**src/rtl/pipeline_ctrl_if.sv**
```systemverilog
// Stall/flush bundle between the pipeline stages and pipeline_ctrl.
// master: stage side (requests out), slave: controller side.
interface pipeline_ctrl_if;
  logic        stallreq_from_id;
  logic        stallreq_from_ex;
  logic        stallreq_from_mem;
  logic [31:0] excepttype_i;
  logic [31:0] cp0_epc_i;
  logic [5:0]  stall;
  logic        flush;
  logic [31:0] new_pc;

  modport master (
    output stallreq_from_id,
    output stallreq_from_ex,
    output stallreq_from_mem,
    output excepttype_i,
    output cp0_epc_i,
    input  stall,
    input  flush,
    input  new_pc
  );

  modport slave (
    input  stallreq_from_id,
    input  stallreq_from_ex,
    input  stallreq_from_mem,
    input  excepttype_i,
    input  cp0_epc_i,
    output stall,
    output flush,
    output new_pc
  );
endinterface

```
**src/rtl/pipeline_ctrl.sv**
```systemverilog
// Stall/flush sequencer for the six-stage pipeline, with perf counters.
// Ports: clk, rst (async active-low), ctl (slave bundle), stats outputs.
module pipeline_ctrl #(
  parameter logic [31:0] EXC_VECTOR   = 32'h0000_0020,
  parameter int          DRAIN_CYCLES = 2,
  parameter int          MAX_STALL    = 1024
) (
  input  logic             clk,
  input  logic             rst,
  pipeline_ctrl_if.slave   ctl,
  output logic [31:0]      stall_cycles,
  output logic [15:0]      flush_count,
  output logic             stall_timeout,
  output logic             busy_drain
);

  localparam logic [31:0] ERET = 32'h0000_000e;
  localparam logic [3:0]  DRN_LOAD = 4'(DRAIN_CYCLES - 1);
  localparam logic [15:0] RUN_MAX  = 16'(MAX_STALL);
  localparam logic [15:0] RUN_HIT  = 16'(MAX_STALL - 1);

  localparam logic [5:0] ST_MEM  = 6'b011111;
  localparam logic [5:0] ST_EX   = 6'b001111;
  localparam logic [5:0] ST_ID   = 6'b000111;
  localparam logic [5:0] ST_NONE = 6'b000000;

  typedef enum logic {
    RUN   = 1'b0,
    DRAIN = 1'b1
  } state_e;

  state_e      state_q, state_d;
  logic [3:0]  drain_q, drain_d;
  logic [15:0] run_q, run_d;
  logic [31:0] stall_cycles_q, stall_cycles_d;
  logic [15:0] flush_count_q, flush_count_d;
  logic        timeout_q, timeout_d;
  logic        busy_q, busy_d;

  logic        exc_hit;
  logic        in_run;
  logic        flush_c;
  logic        id_req;
  logic        ex_req;
  logic        mem_req;
  logic        stalled;
  logic [5:0]  stall_c;
  logic [31:0] new_pc_c;

  assign exc_hit = |ctl.excepttype_i;
  assign in_run  = (state_q == RUN);
  assign flush_c = rst & in_run & exc_hit;

  // ID hazards are stale once a flush has emptied the front end.
  assign id_req  = ctl.stallreq_from_id & in_run;
  assign ex_req  = ctl.stallreq_from_ex;
  assign mem_req = ctl.stallreq_from_mem;

  always_comb begin
    stall_c = ST_NONE;
    if (rst && !flush_c) begin
      unique case (1'b1)
        mem_req:
          stall_c = ST_MEM;
        ex_req && !mem_req:
          stall_c = ST_EX;
        id_req && !ex_req && !mem_req:
          stall_c = ST_ID;
        default:
          stall_c = ST_NONE;
      endcase
    end
  end

  always_comb begin
    new_pc_c = 32'h0;
    if (flush_c) begin
      if (ctl.excepttype_i == ERET)
        new_pc_c = ctl.cp0_epc_i;
      else
        new_pc_c = EXC_VECTOR;
    end
  end

  assign stalled = |stall_c;

  always_comb begin
    state_d = state_q;
    drain_d = drain_q;
    unique case (state_q)
      RUN: begin
        if (exc_hit) begin
          state_d = DRAIN;
          drain_d = DRN_LOAD;
        end
      end
      DRAIN: begin
        if (drain_q == 4'd0)
          state_d = RUN;
        else
          drain_d = drain_q - 4'd1;
      end
      default: begin
        state_d = RUN;
        drain_d = 4'd0;
      end
    endcase
    busy_d = (state_d == DRAIN);
  end

  always_comb begin
    stall_cycles_d = stall_cycles_q;
    if (stalled && stall_cycles_q != 32'hFFFF_FFFF)
      stall_cycles_d = stall_cycles_q + 32'd1;

    flush_count_d = flush_count_q;
    if (flush_c && flush_count_q != 16'hFFFF)
      flush_count_d = flush_count_q + 16'd1;

    run_d = run_q;
    if (!stalled || flush_c)
      run_d = 16'd0;
    else if (run_q != RUN_MAX)
      run_d = run_q + 16'd1;

    // Sets on the MAX_STALL-th consecutive stalled cycle.
    timeout_d = timeout_q | (stalled && run_q == RUN_HIT);
  end

  always_ff @(posedge clk or negedge rst) begin
    if (!rst) begin
      state_q        <= RUN;
      drain_q        <= 4'd0;
      run_q          <= 16'd0;
      stall_cycles_q <= 32'd0;
      flush_count_q  <= 16'd0;
      timeout_q      <= 1'b0;
      busy_q         <= 1'b0;
    end else begin
      state_q        <= state_d;
      drain_q        <= drain_d;
      run_q          <= run_d;
      stall_cycles_q <= stall_cycles_d;
      flush_count_q  <= flush_count_d;
      timeout_q      <= timeout_d;
      busy_q         <= busy_d;
    end
  end

  assign ctl.stall      = stall_c;
  assign ctl.flush      = flush_c;
  assign ctl.new_pc     = new_pc_c;
  assign stall_cycles   = stall_cycles_q;
  assign flush_count    = flush_count_q;
  assign stall_timeout  = timeout_q;
  assign busy_drain     = busy_q;

endmodule

```
**src/flat_wrapper.sv**
```systemverilog
// flat-port wrapper written by rule: the top's interface ports become plain ports
module pipeline_ctrl_flat 
#(
  parameter logic [31:0] EXC_VECTOR   = 32'h0000_0020,
  parameter int          DRAIN_CYCLES = 2,
  parameter int          MAX_STALL    = 1024
)
  (clk, rst, stall_cycles, flush_count, stall_timeout, busy_drain, ctl_stallreq_from_id, ctl_stallreq_from_ex, ctl_stallreq_from_mem, ctl_excepttype_i, ctl_cp0_epc_i, ctl_stall, ctl_flush, ctl_new_pc);
  pipeline_ctrl_if ctl_i ();
  input  logic clk;
  input  logic rst;
  output logic [31:0] stall_cycles;
  output logic [15:0] flush_count;
  output logic stall_timeout;
  output logic busy_drain;
  input wire logic [$bits(ctl_i.stallreq_from_id)-1:0] ctl_stallreq_from_id;
  input wire logic [$bits(ctl_i.stallreq_from_ex)-1:0] ctl_stallreq_from_ex;
  input wire logic [$bits(ctl_i.stallreq_from_mem)-1:0] ctl_stallreq_from_mem;
  input wire logic [$bits(ctl_i.excepttype_i)-1:0] ctl_excepttype_i;
  input wire logic [$bits(ctl_i.cp0_epc_i)-1:0] ctl_cp0_epc_i;
  output wire logic [$bits(ctl_i.stall)-1:0] ctl_stall;
  output wire logic [$bits(ctl_i.flush)-1:0] ctl_flush;
  output wire logic [$bits(ctl_i.new_pc)-1:0] ctl_new_pc;
  assign ctl_i.stallreq_from_id = ctl_stallreq_from_id;
  assign ctl_i.stallreq_from_ex = ctl_stallreq_from_ex;
  assign ctl_i.stallreq_from_mem = ctl_stallreq_from_mem;
  assign ctl_i.excepttype_i = ctl_excepttype_i;
  assign ctl_i.cp0_epc_i = ctl_cp0_epc_i;
  assign ctl_stall = ctl_i.stall;
  assign ctl_flush = ctl_i.flush;
  assign ctl_new_pc = ctl_i.new_pc;
  pipeline_ctrl #(.EXC_VECTOR(EXC_VECTOR), .DRAIN_CYCLES(DRAIN_CYCLES), .MAX_STALL(MAX_STALL)) u_core (.clk(clk), .rst(rst), .ctl(ctl_i), .stall_cycles(stall_cycles), .flush_count(flush_count), .stall_timeout(stall_timeout), .busy_drain(busy_drain));
endmodule
```
**config.mk**
```make
export PLATFORM = sky130hd
export DESIGN_NAME = pipeline_ctrl_flat
export DESIGN_NICKNAME = d
export VERILOG_FILES = /design/src/rtl/pipeline_ctrl_if.sv /design/src/rtl/pipeline_ctrl.sv /design/src/flat_wrapper.sv
export SDC_FILE = /design/constraint.sdc
export NUM_CORES = 1
export LEC_CHECK = 0
export BUFFER_PORTS_ARGS = -buffer_cell sky130_fd_sc_hd__buf_2
export CAP_MARGIN = 20
export CELL_PAD_IN_SITES_DETAIL_PLACEMENT = 2
export CELL_PAD_IN_SITES_GLOBAL_PLACEMENT = 2
export CORE_ASPECT_RATIO = 1.75
export CORE_MARGIN = 5
export CORE_UTILIZATION = 31
export CTS_BUF_LIST = sky130_fd_sc_hd__clkbuf_4 sky130_fd_sc_hd__clkbuf_8
export CTS_CLUSTER_DIAMETER = 100
export DETAILED_ROUTE_END_ITERATION = 8
export PLACE_DENSITY = 0.91
export SLEW_MARGIN = 20
export SYNTH_ARGS = -nofsm -noshare
export SYNTH_HDL_FRONTEND = slang
export SYNTH_SLANG_ARGS = --single-unit
```
**constraint.sdc**
```tcl
create_clock -name clk -period 3.49 [get_ports clk]
set_clock_uncertainty 0.15 [all_clocks]
set_input_delay 0.5235 -clock clk [delete_from_list [all_inputs] [get_ports clk]]
set_output_delay 0.5235 -clock clk [all_outputs]
set_load 0.02 [all_outputs]
```
==> metrics <==
status completed; vias in the first global route ~4200; top_reg_cell synth dfrtp_1; CTS tree yes; r2r endpoint u_core.stall_cycles[18]; PD cells just under 400 mW/mm^2; syn nets roughly 470; drt pass-1 iters 4; worst skew pair latency ~0.35 ns; Max Fclk approximately 310 MHz; Pins Over Slew Limit 0; RSZ-0062 raised after global routing false; worst r2r path cells 6; critical path type input port to output pin; post-synthesis mux area share 1.25%; final setup vio count 0; WP data arrival roughly 2.5 ns; Post-synth EDFFs 0; post-synthesis sequential area ratio between 40 and 50%; Root Buffer clkbuf_8; initial antenna violation count 0; Buffers on Ports about 160; Hold Crit Class register to register; Slew HR between 40% and 50%; fin crit share 91.2%; worst r2r src u_core.stall_cycles[24]; max_cap viols 0; vias after detailed routing 3595; starting density of the core a little under a third; post-DP HPWL around 11000 um; P&R area growth vs syn 29.0%; CTS H-tree lvls 3; Compound-Gate Fraction of Synth Area 3.89%; Core Rows 54; Synth Warn # 0; Async SR Flop Fraction 100%; Final Util between 40% and 50%; Hold Path Depth 1; number of synthesized register bits 70; Sink Count 70; layout cells sized above 1 between 30 and 40%; final total power between 1500 and 2000 uW; DRC 0; Multi-input gate area between 0.0015 and 0.002 sq mm; crit end category output pin; post-CTS sizing 0; width of the die roughly 95 um; remaining global-route overflow 0; largest net degree at the start of global routing 66; simple-gate share of the synthesized area between 30% and 40%; main combinational cell family by area after synthesis simple AND/OR/NAND/NOR gates; Fillers approximately 1500; worst vdd ir between 0.3 and 0.4 mV; reg2reg setup slack 0.86 ns; post-synthesis xor/xnor area fraction approximately an eighth; Hold Startpoint u_core.stall_timeout; final wirelength ~14000 um; final hold violation count 0; Clock Path Buffers 2; adder-cell share of the synthesized area 1.61%; GP Congestion around 0.80; Routed WL per cell 19.3 um; chip height approximately 160 um; Netlist Area Pre-Place 0.00389 sq mm; Syn Area/Cell between 9 and 10 sq um; Critical Path Fanout Max 31; min Tclk post-route 3.18 ns; Crit path required time about 2.8 ns; slew of the pin with the lowest slew margin about 0.88 ns; Post-layout nets slightly above 600; I/O Pins between 150 and 200; crit start category input port; CTS Buf Count 9; antenna-violating nets left 0; sum of negative setup slack 0 ns; n_diodes 0; Gate Count Post-Synth 394; Distinct cells, synth 51; initial DRC count between 90 and 100; Lkg Pwr around 0.0026 uW; gr usage total 19.7%; WHS Endpoint u_core.stall_timeout; first-pass GRT wire length ~23000 um; clk slew on worst S/H paths about 0.07 ns; Die ar. approximately 0.015 sq mm; vias per cell between 4 and 5; Core Area 0.0124 sq mm; Reg area between 0.0015 and 0.002 sq mm
[critical path, stage by stage]
cell and delay (ns):
buf_2 0.11, nor4_1 0.32, nand4_1 0.25, nor2_2 0.26, nand4_1 0.17, nor3b_2 0.22, buf_4 0.28, and2_1 0.19
buf_2 0.17
[per-layer routing]
metal	track usage [%]	vias up	share of wire (%)
li1	-	1670	-
met1	21.9	1816	38
met2	36.2	78	56
met3	3.83	31	3.4
met4	7.50	0	2.6
met5	0	-	0
[registers in the layout, indices dropped and copies added (netlist names)]
signal	flops
u_core.drain_q	4
u_core.flush_count	16
u_core.stall_timeout	1
u_core.stall_cycles	32
u_core.run_q	16
u_core.state_q	1
[repair_timing]
action | CTS | global route
hold buffers | 1 | 0
setup buffers | 0 | 0
hold endpoints to repair | 5 | 0
setup endpoints to repair | 0 | 0
[report_power, final]
group	total, uW	internal (uW)	switching (uW)	leakage (uW)
logic	351	138	214	0.00159
clock network	644	350	294	0.000105
registers	960	871	89.0	0.000944
total	1950	1360	597	0.00263
[cells by family after synthesis]
| group | Yosys count |
|---|---|
| XOR/XNOR | 56 |
| buffers and inverters | 30 |
| multiplexers | 4 |
| AND/OR/NAND/NOR | 206 |
| flip-flops | 70 |
| adder cells (fa/ha/maj) | 5 |
| AO/OA/AOI/OAI | 22 |
| other | 1 |
[cell usage in the layout, fill, tap and decap left out, types with 3 or more instances in the layout]
cell	n
nor4_1	10
and3_1	12
a21oi_1	10
nand2_1	26
nand4_1	18
inv_1	12
buf_4	5
nand3_1	25
xor2_1	34
and2_1	33
clkbuf_4	4
nor3_1	12
buf_2	155
nor2_1	31
xnor2_1	22
o21ai_0	3
nor4_2	8
ha_1	5
dfrtp_1	70
and4_1	5
nand2b_1	4
clkbuf_8	12
[stage by stage]
step | instance area [sq um] | instances | hold WS [ns] | worst slack (ns)
2_1_floorplan | 3890 | 394 | 0.0779 | 0.910
3_3_place_gp | 4820 | 705 | 0.202 | 0.536
3_5_place_dp | 4820 | 705 | 0.210 | 0.271
4_1_cts | 5020 | 722 | 0.310 | 0.262
5_1_grt | 5020 | 722 | 0.328 | 0.0686
6_report | 5020 | 722 | 0.304 | 0.308
[worst max path at each step]
stage	depth (start not counted)	slack, ns	end	start
global route	9	0.07	ctl_new_pc[20]	ctl_excepttype_i[0]
CTS	9	0.26	ctl_new_pc[6]	ctl_excepttype_i[0]
global placement	9	0.54	ctl_new_pc[31]	ctl_excepttype_i[9]
detailed placement	9	0.27	ctl_new_pc[6]	ctl_excepttype_i[0]
floorplan	7	0.91	ctl_new_pc[0]	ctl_excepttype_i[0]
finish	9	0.31	ctl_new_pc[6]	ctl_excepttype_i[0]
[cell usage after synthesis, types with 5 or more instances]
cell	instances	area, sq um
nor2_1	31	116
inv_1	12	45.0
xnor2_1	22	193
nand3_1	25	125
nand2_1	26	97.6
a21oi_1	10	50.1
buf_2	6	30.0
nor4_1	10	62.6
nor3_1	12	60.1
nor4_2	8	100
and3_1	12	75.1
and2_1	33	206
and4_1	5	43.8
ha_1	5	62.6
nand4_1	18	113
xor2_1	34	298
dfrtp_1	70	1750
[area by class of cell]
type,count,area share (%)
inverters,13,0.972
flip-flops and latches,70,34.9
repair buffers,161,16.4
clock buffers,16,3.89
multi-input cells,294,39.7
well taps,168,4.19
Note: power is estimated with default switching activity, not from simulation.
